==> config.mk <==
export PLATFORM = sky130hd
export DESIGN_NAME = gpio_input_conditioner
export DESIGN_NICKNAME = d
export VERILOG_FILES = /design/src/rtl/gpio_input_conditioner.sv
export SDC_FILE = /design/constraint.sdc
export NUM_CORES = 1
export LEC_CHECK = 0
export CORE_UTILIZATION = 35
export CTS_BUF_LIST = sky130_fd_sc_hd__clkbuf_4 sky130_fd_sc_hd__clkbuf_8
export CTS_CLUSTER_DIAMETER = 100
export DETAILED_ROUTE_END_ITERATION = 12
export PLACE_DENSITY = 0.64
export SYNTH_ARGS = -nofsm -noshare
export SYNTH_HDL_FRONTEND = slang
export SYNTH_SLANG_ARGS = --single-unit
==> constraint.sdc <==
create_clock -name pclk -period 2.8 [get_ports pclk]
set_input_delay 0.56 -clock pclk [delete_from_list [all_inputs] [get_ports pclk]]
set_output_delay 0.56 -clock pclk [all_outputs]
set_load 0.01 [all_outputs]
==> src/rtl/gpio_input_conditioner.sv <==
// Per-pin GPIO input conditioning: pad synchroniser, optional debounce filter,
// and registered rise/fall event pulses for the interrupt logic.
module gpio_input_conditioner #(
  parameter int NUM_PINS    = 16,
  parameter int CNT_W       = 8,
  parameter int SYNC_STAGES = 2
) (
  input  logic                pclk,
  input  logic                p_reset,
  input  logic [NUM_PINS-1:0] pin_raw,
  input  logic [NUM_PINS-1:0] db_enable,
  input  logic [CNT_W-1:0]    db_limit,
  output logic [NUM_PINS-1:0] pin_clean,
  output logic [NUM_PINS-1:0] pin_rise,
  output logic [NUM_PINS-1:0] pin_fall,
  output logic                any_change
);

  logic [SYNC_STAGES-1:0][NUM_PINS-1:0] sync_chain_q, sync_chain_d;
  logic [NUM_PINS-1:0]                  sync_q;
  logic [NUM_PINS-1:0][CNT_W-1:0]       cnt_q, cnt_d;
  logic [NUM_PINS-1:0]                  pin_clean_q, pin_clean_d;
  logic [NUM_PINS-1:0]                  pin_rise_q, pin_rise_d;
  logic [NUM_PINS-1:0]                  pin_fall_q, pin_fall_d;

  always_comb begin
    sync_chain_d[0] = pin_raw;
    for (int k = 1; k < SYNC_STAGES; k++) begin
      sync_chain_d[k] = sync_chain_q[k-1];
    end
  end

  assign sync_q = sync_chain_q[SYNC_STAGES-1];

  // The counter clears as soon as it reaches the limit, so it can never wrap
  // even with the maximum db_limit.
  always_comb begin
    cnt_d       = cnt_q;
    pin_clean_d = pin_clean_q;
    for (int i = 0; i < NUM_PINS; i++) begin
      if (!db_enable[i]) begin
        cnt_d[i]       = '0;
        pin_clean_d[i] = sync_q[i];
      end else if (sync_q[i] == pin_clean_q[i]) begin
        cnt_d[i] = '0;
      end else if (cnt_q[i] >= db_limit) begin
        cnt_d[i]       = '0;
        pin_clean_d[i] = sync_q[i];
      end else begin
        cnt_d[i] = CNT_W'(cnt_q[i] + 1'b1);
      end
    end
    pin_rise_d = pin_clean_d & ~pin_clean_q;
    pin_fall_d = ~pin_clean_d & pin_clean_q;
  end

  always_ff @(posedge pclk) begin
    if (p_reset) begin
      sync_chain_q <= '0;
      cnt_q        <= '0;
      pin_clean_q  <= '0;
      pin_rise_q   <= '0;
      pin_fall_q   <= '0;
    end else begin
      sync_chain_q <= sync_chain_d;
      cnt_q        <= cnt_d;
      pin_clean_q  <= pin_clean_d;
      pin_rise_q   <= pin_rise_d;
      pin_fall_q   <= pin_fall_d;
    end
  end

  assign pin_clean  = pin_clean_q;
  assign pin_rise   = pin_rise_q;
  assign pin_fall   = pin_fall_q;
  assign any_change = |(pin_rise_q | pin_fall_q);

endmodule

After elaboration in Yosys (flattened, before gate mapping) --
Index checks and enable logic that the tools add are counted.
Cells by class: add/sub/neg operators 16, multiplexer cells 48, reductions and logical operators 17, magnitude comparators 16, eq/ne operators 16, bitwise logic cells 21
Operators by type and width (count):
- $add A8 B1 Y8 const B | 16
- $ge A8 B8 Y1 | 16
- $reduce_or A4 Y1 | 16
- $mux W1 | 48
- $and A16 B16 Y16 | 2
- $not A16 Y16 | 2
- $eq A1 B1 Y1 | 16
- $not A1 Y1 | 16
- $or A16 B16 Y16 | 1
- $reduce_or A16 Y1 | 1
Word-level totals: register bits after elaboration 208, input port bits 42, output and inout port bits 49

Longest topological paths before layout --
Gate-level depths: netlist of run 1.
depth after elaboration 6, mapped depth 6, mapped depth without buffers 6

Worst setup path before layout of run 1 --
Ideal clock, no wire load.
path kind input to register, from input db_limit[6], to register pin_clean_q[1] (netlist: pin_clean[1]), slack 0.640 ns, required time 2.728 ns, cell stages on the path 6, arrival 2.089 ns, setup time 0.072 ns, cell sequence inv_1 > ha_1 > a21o_1 > a221oi_4 > o31a_4 > mux2i_1
Between the ends: word-level cells in the longest chain between the ends 4
Ends and longest elaborated chain:
- start: declaration | line 12 | input logic [CNT_W-1:0] db_limit,
- $ge A8 B8 Y1 | line 46 | end else if (cnt_q[i] >= db_limit) begin
- $mux W1 | line 46
- $mux W1 | line 44 | end else if (sync_q[i] == pin_clean_q[i]) begin
- $mux W1 | line 41 | if (!db_enable[i]) begin
- end signal: assignment | line 67 | pin_clean_q <= pin_clean_d;
- end: declaration | line 22 | logic [NUM_PINS-1:0] pin_clean_q, pin_clean_d;
No other way between the ends. A chain may end at the register's enable or synchronous reset.

Worst setup path after layout of run 1 --
from register pin_rise_q[4] (netlist: pin_rise[4]), to output any_change
Between the ends: word-level cells in the longest chain between the ends 2
Ends and longest elaborated chain:
- start: declaration | line 23 | logic [NUM_PINS-1:0] pin_rise_q, pin_rise_d;
- start signal: assignment | line 68 | pin_rise_q <= pin_rise_d;
- $or A16 B16 Y16 | line 76 | assign any_change = |(pin_rise_q | pin_fall_q);
- $reduce_or A16 Y1 | line 76
- end: declaration | line 16 | output logic any_change
No other way between the ends.

==> results.ini, run 1 <==
[setup_path]
cp_slowest_stage_delay_ns=0.37
end_kind=output pin
path_cells=nor4_2, nand4_1, or2_4, dlygate4sd2_1
crit_required_ns=2.24
critPathSlowestCell=dfxtp_1
cp.arrival_ns=2.16
crit_buf_inv=1
crit_path_start_kind=flop
crit_family=simple AND/OR/NAND/NOR gates
crit_type=reg -> out
cp_max_fo=2

[worst_hold_path]
hp-class=reg -> reg

[outcome]
outcome=completed

[synthesis]
synth_seq_area_share=0.353
synth_cell_type_count=29
yosysMostFrequentCell=dfxtp_1
yosysWarnings=0
netlist_instances=1071
synth_top_area_share=0.353
synth-main-ff-cell=dfxtp_1
synth_async_sr_flop_share=0
syn_area_mm2=0.0118
synth_common_cells=208 x dfxtp_1, 144 x ha_1, 132 x nor2_1
synth_top_cell_by_area=dfxtp_1
synth_edf_count=0
syn_area_per_cell_um2=11.0
synth_nets=1257
ys_ff_latch=208
ys_top_cells_by_area=dfxtp_1 35%, ha_1 15%, xor2_1 5.2%

[cells_and_area]
nets=1390
diodes=0
drive_gt1_frac=0.187
multi_input_area_mm2=0.00753
area_growth_pct=20.6
regArea_mm2=0.00416
fill_cells=3167

[timing]
setup_viol=0
worstMarginPinSlew_ns=0.725
clock_skew_ns=0.0160
final_max_slew_viol_count=0
rsz0062_at_grt=false
fin_crit_ns=2.72
slew_headroom=0.517
finalHoldViolCount=0
fmax_ghz=0.368
setup_tns_ns=0
min_period_over_period=0.970

[cts]
postCtsHoldBufs=0
clk_latency_ns=0.54
cts_max_level=2
path_clk_slew_ns=0.06
cts_buffers=37
cts.path.max_buffers=3
cts.sinks=208
cts_tree=done
root_buffer=clkbuf_8

[floorplan]
die-area_mm2=0.0345
start_util=0.359
core-area_mm2=0.0329
rows=66
boundaryPins=91
die_h_um=186
die_w_um=186

[global_routing]
grt_pass1_vias=8131
overflow=0
track_usage=0.156
grt_pass1_wl_um=42100
grt_antenna_before_repair=0
grt_max_degree=65

[power_and_ir_drop]
clock_power_share=0.447
powerDensity_mw_per_mm2=472
intPower_mw=5.06
p_leak_nw=5.95
p_sw_frac=0.247
p_seq_frac=0.451
switching_power_mw=1.66
p_total_mw=6.72
power_frac_comb=0.102
ir_worst_vdd_uv=351

[route]
drt_iter0_drc=321
via_per_inst=4.80
first_pass_iters=5
drc=0
final_antenna_net_count=0
dr_total_vias=8034
routed_wl_um=25800
wl_per_cell_um=15.4

[run]
max-cap-violations=0

[place]
io_buffers=90
gp_congestion=0.785
hpwl_um=18400

==> per-layer routing <==
layer,vias up,wire length (um),track usage
met1,3771,12500,0.207
met2,156,11500,0.254
li1,4071,-,-
met5,-,0,0
met3,36,1320,0.0331
met4,0,380,0.0439
==> flip-flops by register name, summed over array words and instances, names as in the netlist <==
register	cells
sync_chain_d	16
pin_clean	16
pin_rise	16
cnt_q	128
pin_fall	16
sync_q	16
==> power by group through the flow <==
stage	Combinational (mW)	Sequential, mW	Clock [mW]
floorplan	0.459	3.09	0
detailed placement	0.695	3.09	0
global route	0.745	3.03	3.25
finish	0.687	3.03	3.00
global placement	0.681	3.09	0
CTS	0.699	3.03	3.11
==> through the flow <==
stage / area [um2] / utilization / setup WS, ns / hold slack, ns / cells
detailed placement: 13400 / 0.408 / 0.108 / 0.425 / 1607
global route: 14200 / 0.433 / 0.0172 / 0.449 / 1674
finish: 14200 / 0.433 / 0.0831 / 0.430 / 1674
CTS: 14200 / 0.433 / 0.0770 / 0.439 / 1674
global placement: 13400 / 0.408 / 0.121 / 0.416 / 1607
floorplan: 11800 / - / 0.640 / 0.414 / 1071
==> kinds of logic after synthesis <==
| family | synth area share |
|---|---|
| and+or+nand+nor | 0.239 |
| AOI/OAI and AO/OA | 0.159 |
| DFF | 0.353 |
| adders and majority gates | 0.153 |
| xor gates and xnor gates | 0.0712 |
| muxes | 0.0136 |
| buffers and inverters | 0.0115 |
==> path summary, 6_finish.rpt <==
path | cells past startpoint | endpoint | slack [ns] | from
setup / recovery | 4 | any_change | 0.08 | pin_rise[4]
hold / removal | 1 | sync_q[12] | 0.43 | sync_chain_d[28]
setup reg to reg | 6 | pin_clean[5] | 0.90 | cnt_q[40]
hold reg to reg | 1 | sync_q[12] | 0.43 | sync_chain_d[28]
==> placed cells by master (no fill, tap or decap), drive strengths merged, types with 17 or more instances in the layout <==
master / Yosys / routed
and3: 60 / 60
buf: 4 / 17
clkbuf: 8 / 61
clkdlybuf4s50: 0 / 88
dfxtp: 208 / 208
ha: 144 / 144
inv: 23 / 23
nand2: 23 / 23
nand2b: 96 / 96
nand3: 71 / 71
nor2: 132 / 132
nor2b: 32 / 32
nor3: 35 / 35
xnor2: 26 / 26
xor2: 70 / 70
==> area by class of cell <==
class                      instances  area share
timing repair buffer             106      0.0776
tap                              442      0.0388
clock buffer                      61      0.0537
clock inverter                     6     0.00246
multi-input combinational        828       0.529
inverter                          23     0.00606
sequential                       208       0.292
==> repair_timing <==
action / 4_1_cts / 5_1_grt
gates resized for setup: 5 / 0
endpoints found under the setup margin: 1 / 0
buffers inserted: 0 / 0
(Power assumes the default switching activity.)
==> inputs of run 2 (changes only) <==
CORE_UTILIZATION = 25   (was 35)
PLACE_DENSITY = 0.49   (was 0.64)
==> run 2 against run 1 <==
Compared with the run above: clock skew increased by 0.0033 ns; largest power group is now clock; wire length up 7.1%; highest routed layer unchanged; non-clock buffer count is 3 higher.
==> results.ini, run 2 (same netlist as run 1, synthesis figures left out) <==
[floorplan]
core-area_mm2=0.0466  ; +42%
die-area_mm2=0.0481  ; +40%
die_w_um=219  ; +18%
die_h_um=219  ; +18%
boundaryPins=91  ; unchanged
start_util=0.254  ; -0.106
rows=79  ; +20%

[cells_and_area]
area_growth_pct=23.0
diodes=0  ; unchanged
layout_commonest_cell=dfxtp_1
drive_gt1_frac=0.192  ; +0.00490
mostFrequentLayoutCells=206 x dfxtp_1, 144 x ha_1, 132 x nor2_1
nets=1395  ; +0.36%
largest_reg_flops=128  ; unchanged
largest_register=cnt_q
stdcell_count=1844  ; +10%

[timing]
fin_crit_ns=2.61  ; -0.102 ns
clock_skew_ns=0.0193  ; +0.00333 ns
slew_headroom=0.716  ; +0.199
fmax_ghz=0.382  ; +3.9%
setup_tns_ns=0  ; unchanged
setup_viol=0  ; unchanged
final_max_slew_viol_count=0  ; unchanged
whs_ns=0.418  ; -0.0127 ns
setup_ws_ns=0.185  ; +0.102 ns
min_period_over_period=0.934  ; -0.0365
worstMarginPinSlew_ns=0.426  ; -0.299 ns
finalHoldViolCount=0  ; unchanged
rsz0062_at_grt=false

[route]
first_pass_iters=4  ; -1
via_per_inst=4.36  ; -9.2%
drt_iter0_drc=363  ; +13%
drc=0  ; unchanged
wl_per_cell_um=15.0  ; -2.7%
dr_total_vias=8032  ; -0.025%
routed_wl_um=27600  ; +7.1%
final_antenna_net_count=0  ; unchanged

[place]
io_buffers=90  ; unchanged
gp_congestion=0.769  ; -2.0%
dp.cells=1775  ; +10%
hpwl_um=19800  ; +7.7%
preCtsSetupSlack_ns=0.121  ; +0.0132 ns

[setup_path]
reg2regPathDepth=6  ; unchanged
r2r_start=cnt_q[88]
reg2reg_to=pin_clean[11]
crit_required_ns=2.24  ; about the same
cp_max_fo=2  ; unchanged
cp.arrival_ns=2.05  ; -0.11 ns
crit_path_start_kind=flop
end_kind=output pin
r2r_slack_ns=0.93  ; +0.03 ns
crit_type=reg -> out

[worst_hold_path]
holdPathEnd=sync_chain_d[29]
hp-class=in -> reg
worstHoldPathCells=2  ; +1
worstHoldStart=p_reset

[outcome]
outcome=completed

[power_and_ir_drop]
clock_power_share=0.461  ; +0.014
p_sw_frac=0.246  ; -0.000822
power_frac_comb=0.101  ; about the same
intPower_mw=5.22  ; +3.1%
powerDensity_mw_per_mm2=476  ; +0.87%
ir_worst_vdd_uv=303  ; -14%
switching_power_mw=1.70  ; +2.6%
p_seq_frac=0.438  ; -0.013
p_leak_nw=6.00  ; +0.91%

[cts]
root_buffer=clkbuf_8
clk_latency_ns=0.54  ; about the same
cts_buffers=39  ; +5.4%
cts_max_level=2  ; unchanged
cts_tree=done
path_clk_slew_ns=0.06  ; about the same
cts.sinks=208  ; unchanged
postCtsHoldBufs=0  ; unchanged
cts.path.max_buffers=3  ; unchanged

[global_routing]
grt_pass1_wl_um=44600  ; +6.0%
grt_pass1_vias=8295  ; +2.0%
grt_max_degree=35  ; -46%
track_usage=0.118  ; -0.0383
overflow=0  ; unchanged
grt_antenna_before_repair=0  ; unchanged

[run]
max-cap-violations=0  ; unchanged

[run 2: area by class of cell]
cell class,instances,area [um2]
Timing Repair Buffer,109,1150
Clock buffer,64,793
Tap cell,607,759
Multi-Input combinational cell,828,7520
Inverter,23,86.3
Sequential cell,208,4170
Clock inverter,5,50.0
Fill cell,4750,32000
[run 2: worst max-delay path by stage]
stage,startpoint,endpoint,slack (ns),cells after the start
6_report,pin_fall[0],any_change,0.19,6
4_1_cts,pin_fall[0],any_change,0.04,6
2_1_floorplan,db_limit[6],pin_clean[1],0.64,6
3_5_place_dp,db_limit[6],pin_clean[7],0.12,8
5_1_grt,pin_fall[0],any_change,0.06,6
3_3_place_gp,db_limit[6],pin_clean[0],0.16,8
[run 2: power by group through the flow]
stage | clock (mW) | combinational [mW] | sequential (mW)
CTS | 3.33 | 0.718 | 3.03
detailed placement | 0 | 0.714 | 3.09
finish | 3.19 | 0.699 | 3.03
floorplan | 0 | 0.459 | 3.09
global route | 3.46 | 0.760 | 3.03
global placement | 0 | 0.702 | 3.09
[run 2: what timing repair did]
action                     4_1_cts  5_1_grt
setup buffers                    0        0
resized for setup                8        1
setup endpoints to repair        1        1
[run 2: stage by stage]
| stage | utilization | total power, mW | instance area (um2) |
|---|---|---|---|
| final | 0.312 | 6.92 | 14500 |
| after global routing | 0.312 | 7.25 | 14500 |
| after CTS | 0.312 | 7.07 | 14500 |
| after detailed placement | 0.294 | 3.81 | 13700 |
| after global placement | 0.294 | 3.80 | 13700 |
| after floorplan | - | 3.55 | 11800 |
[run 2: critical path: stages (launching register included)]
cell,delay (ns)
dfxtp_4,0.36
nor4_2,0.26
buf_4,0.19
nand4_1,0.12
buf_6,0.17
or2_2,0.27
clkbuf_2,0.13
[run 2: routing by layer]
| layer | up-vias | routed length [um] | GRT usage |
|---|---|---|---|
| li1 | 4093 | - | - |
| met4 | 0 | 476 | 0.0289 |
| met2 | 111 | 12400 | 0.192 |
| met3 | 37 | 939 | 0.0236 |
| met5 | - | 0 | 0 |
| met1 | 3791 | 13700 | 0.158 |
==> inputs of run 3 (changes only) <==
MAX_ROUTING_LAYER = met4   (was unset)
==> run 3 against run 2 <==
Compared with the run above: global-route usage up 0.35 points; clock power hardly changed; first-iteration DRC count shrank 3.6%; sequential share of layout area unchanged; combinational power about the same; count of clock-buffer cells in the layout unchanged; critical endpoint unchanged; largest power group unchanged; highest routed layer unchanged.
==> results.ini, run 3 (same netlist as run 1, synthesis figures left out) <==
[cells_and_area]
mostFrequentLayoutCells=206 x dfxtp_1, 144 x ha_1, 132 x nor2_1
largest_reg_flops=128  ; unchanged
diodes=0  ; unchanged
area_growth_pct=23.0  ; unchanged
largest_register=cnt_q
layout_commonest_cell=dfxtp_1
nets=1395  ; unchanged
drive_gt1_frac=0.192  ; unchanged

[route]
drc=0  ; unchanged
drt_iter0_drc=350  ; -3.6%
dr_total_vias=8034  ; +0.025%
routed_wl_um=27600  ; about the same
final_antenna_net_count=0  ; unchanged
wl_per_cell_um=15.0  ; about the same
via_per_inst=4.36  ; about the same
first_pass_iters=4  ; unchanged

[cts]
cts_tree=done
postCtsHoldBufs=0  ; unchanged
cts_buffers=39  ; unchanged
clk_latency_ns=0.54  ; about the same
path_clk_slew_ns=0.06  ; about the same
cts-resized-gates=8  ; unchanged
postCtsSetupBuffers=0  ; unchanged
cts_max_level=2  ; unchanged
cts.sinks=208  ; unchanged
root_buffer=clkbuf_8
cts.path.max_buffers=3  ; unchanged

[global_routing]
overflow=0  ; unchanged
grt_antenna_before_repair=0  ; unchanged
grt_max_degree=35  ; unchanged
track_usage=0.121  ; +0.00348
grt_pass1_vias=8301  ; +0.072%
grt_pass1_wl_um=44600  ; about the same

[power_and_ir_drop]
p_total_mw=6.91  ; about the same
p_leak_nw=6.00  ; unchanged
ir_worst_vdd_uv=303  ; about the same
powerDensity_mw_per_mm2=476  ; about the same

[timing]
fmax_ghz=0.383  ; about the same
setup_tns_ns=0  ; unchanged
rsz0062_at_grt=false
min_period_over_period=0.933  ; about the same
clock_skew_ns=0.0198  ; +0.000471 ns
final_max_slew_viol_count=0  ; unchanged
finalHoldViolCount=0  ; unchanged
slew_headroom=0.716  ; about the same
fin_crit_ns=2.61  ; -0.00157 ns
worstMarginPinSlew_ns=0.426  ; -0.000170 ns
whs_ns=0.418  ; +0.000151 ns
setup_viol=0  ; unchanged

[run]
max-cap-violations=0  ; unchanged

[outcome]
outcome=completed

[floorplan]
rows=79  ; unchanged
die_w_um=219  ; unchanged
die-area_mm2=0.0481  ; unchanged
boundaryPins=91  ; unchanged
core-area_mm2=0.0466  ; unchanged
start_util=0.254  ; unchanged
die_h_um=219  ; unchanged

[setup_path]
crit_required_ns=2.24  ; about the same
crit_path_start_kind=flop
cp.arrival_ns=2.05  ; about the same
cp_max_fo=2  ; unchanged
crit_type=reg -> out
end_kind=output pin

[worst_hold_path]
hp-class=in -> reg

[place]
hpwl_um=19800  ; unchanged
io_buffers=90  ; unchanged
gp_congestion=0.780  ; +1.4%

==> run 3: cell counts in the layout (fill, tap and decap cells not counted) <==
Identical to the previous run, type by type.
==> run 3: routing by layer <==
metal | GRT usage | up-vias | wire, um
met5 | - | - | 0
met2 | 0.192 | 113 | 12500
met1 | 0.159 | 3795 | 13800
met3 | 0.0223 | 37 | 891
li1 | - | 4089 | -
met4 | 0.0289 | 0 | 465
==> run 3: worst max-delay path, cell delays in order, from the launching register on <==
cell and delay, ns:
dfxtp_4 0.36, nor4_2 0.26, buf_4 0.19, nand4_1 0.12, buf_6 0.17, or2_2 0.27
clkbuf_2 0.13
==> run 3: worst paths after layout <==
path                     from          endpoint  slack, ns  depth (start not counted)
max               pin_fall[0]        any_change       0.19                          6
min                   p_reset  sync_chain_d[25]       0.42                          2
max reg2reg         cnt_q[88]     pin_clean[11]       0.93                          6
min reg2reg  sync_chain_d[24]         sync_q[8]       0.42                          1
==> run 3: layout make-up <==
type                    count  area, um2
inverters                  23       86.3
flip-flops and latches    208       4170
clock inverters             5       50.0
fillers                  4750      32000
well taps                 607        759
repair buffers            109       1150
multi-input cells         828       7520
clock buffers              64        793
==> run 3: metrics by stage <==
step / setup slack, ns / cells / utilization / instance area (um2)
after floorplan: 0.640 / 1071 / - / 11800
after global placement: 0.163 / 1775 / 0.294 / 13700
after detailed placement: 0.121 / 1775 / 0.294 / 13700
after CTS: 0.0362 / 1844 / 0.312 / 14500
after global routing: 0.0608 / 1844 / 0.312 / 14500
final: 0.187 / 1844 / 0.312 / 14500
==> run 3: report_power, final <==
| group | switching, mW | internal, mW | leakage (nW) | total, mW |
|---|---|---|---|---|
| Clock | 1.31 | 1.87 | 0.454 | 3.19 |
| Combinational | 0.356 | 0.343 | 3.86 | 0.699 |
| Sequential | 0.0304 | 3.00 | 1.69 | 3.03 |
| Total | 1.70 | 5.22 | 6.00 | 6.91 |
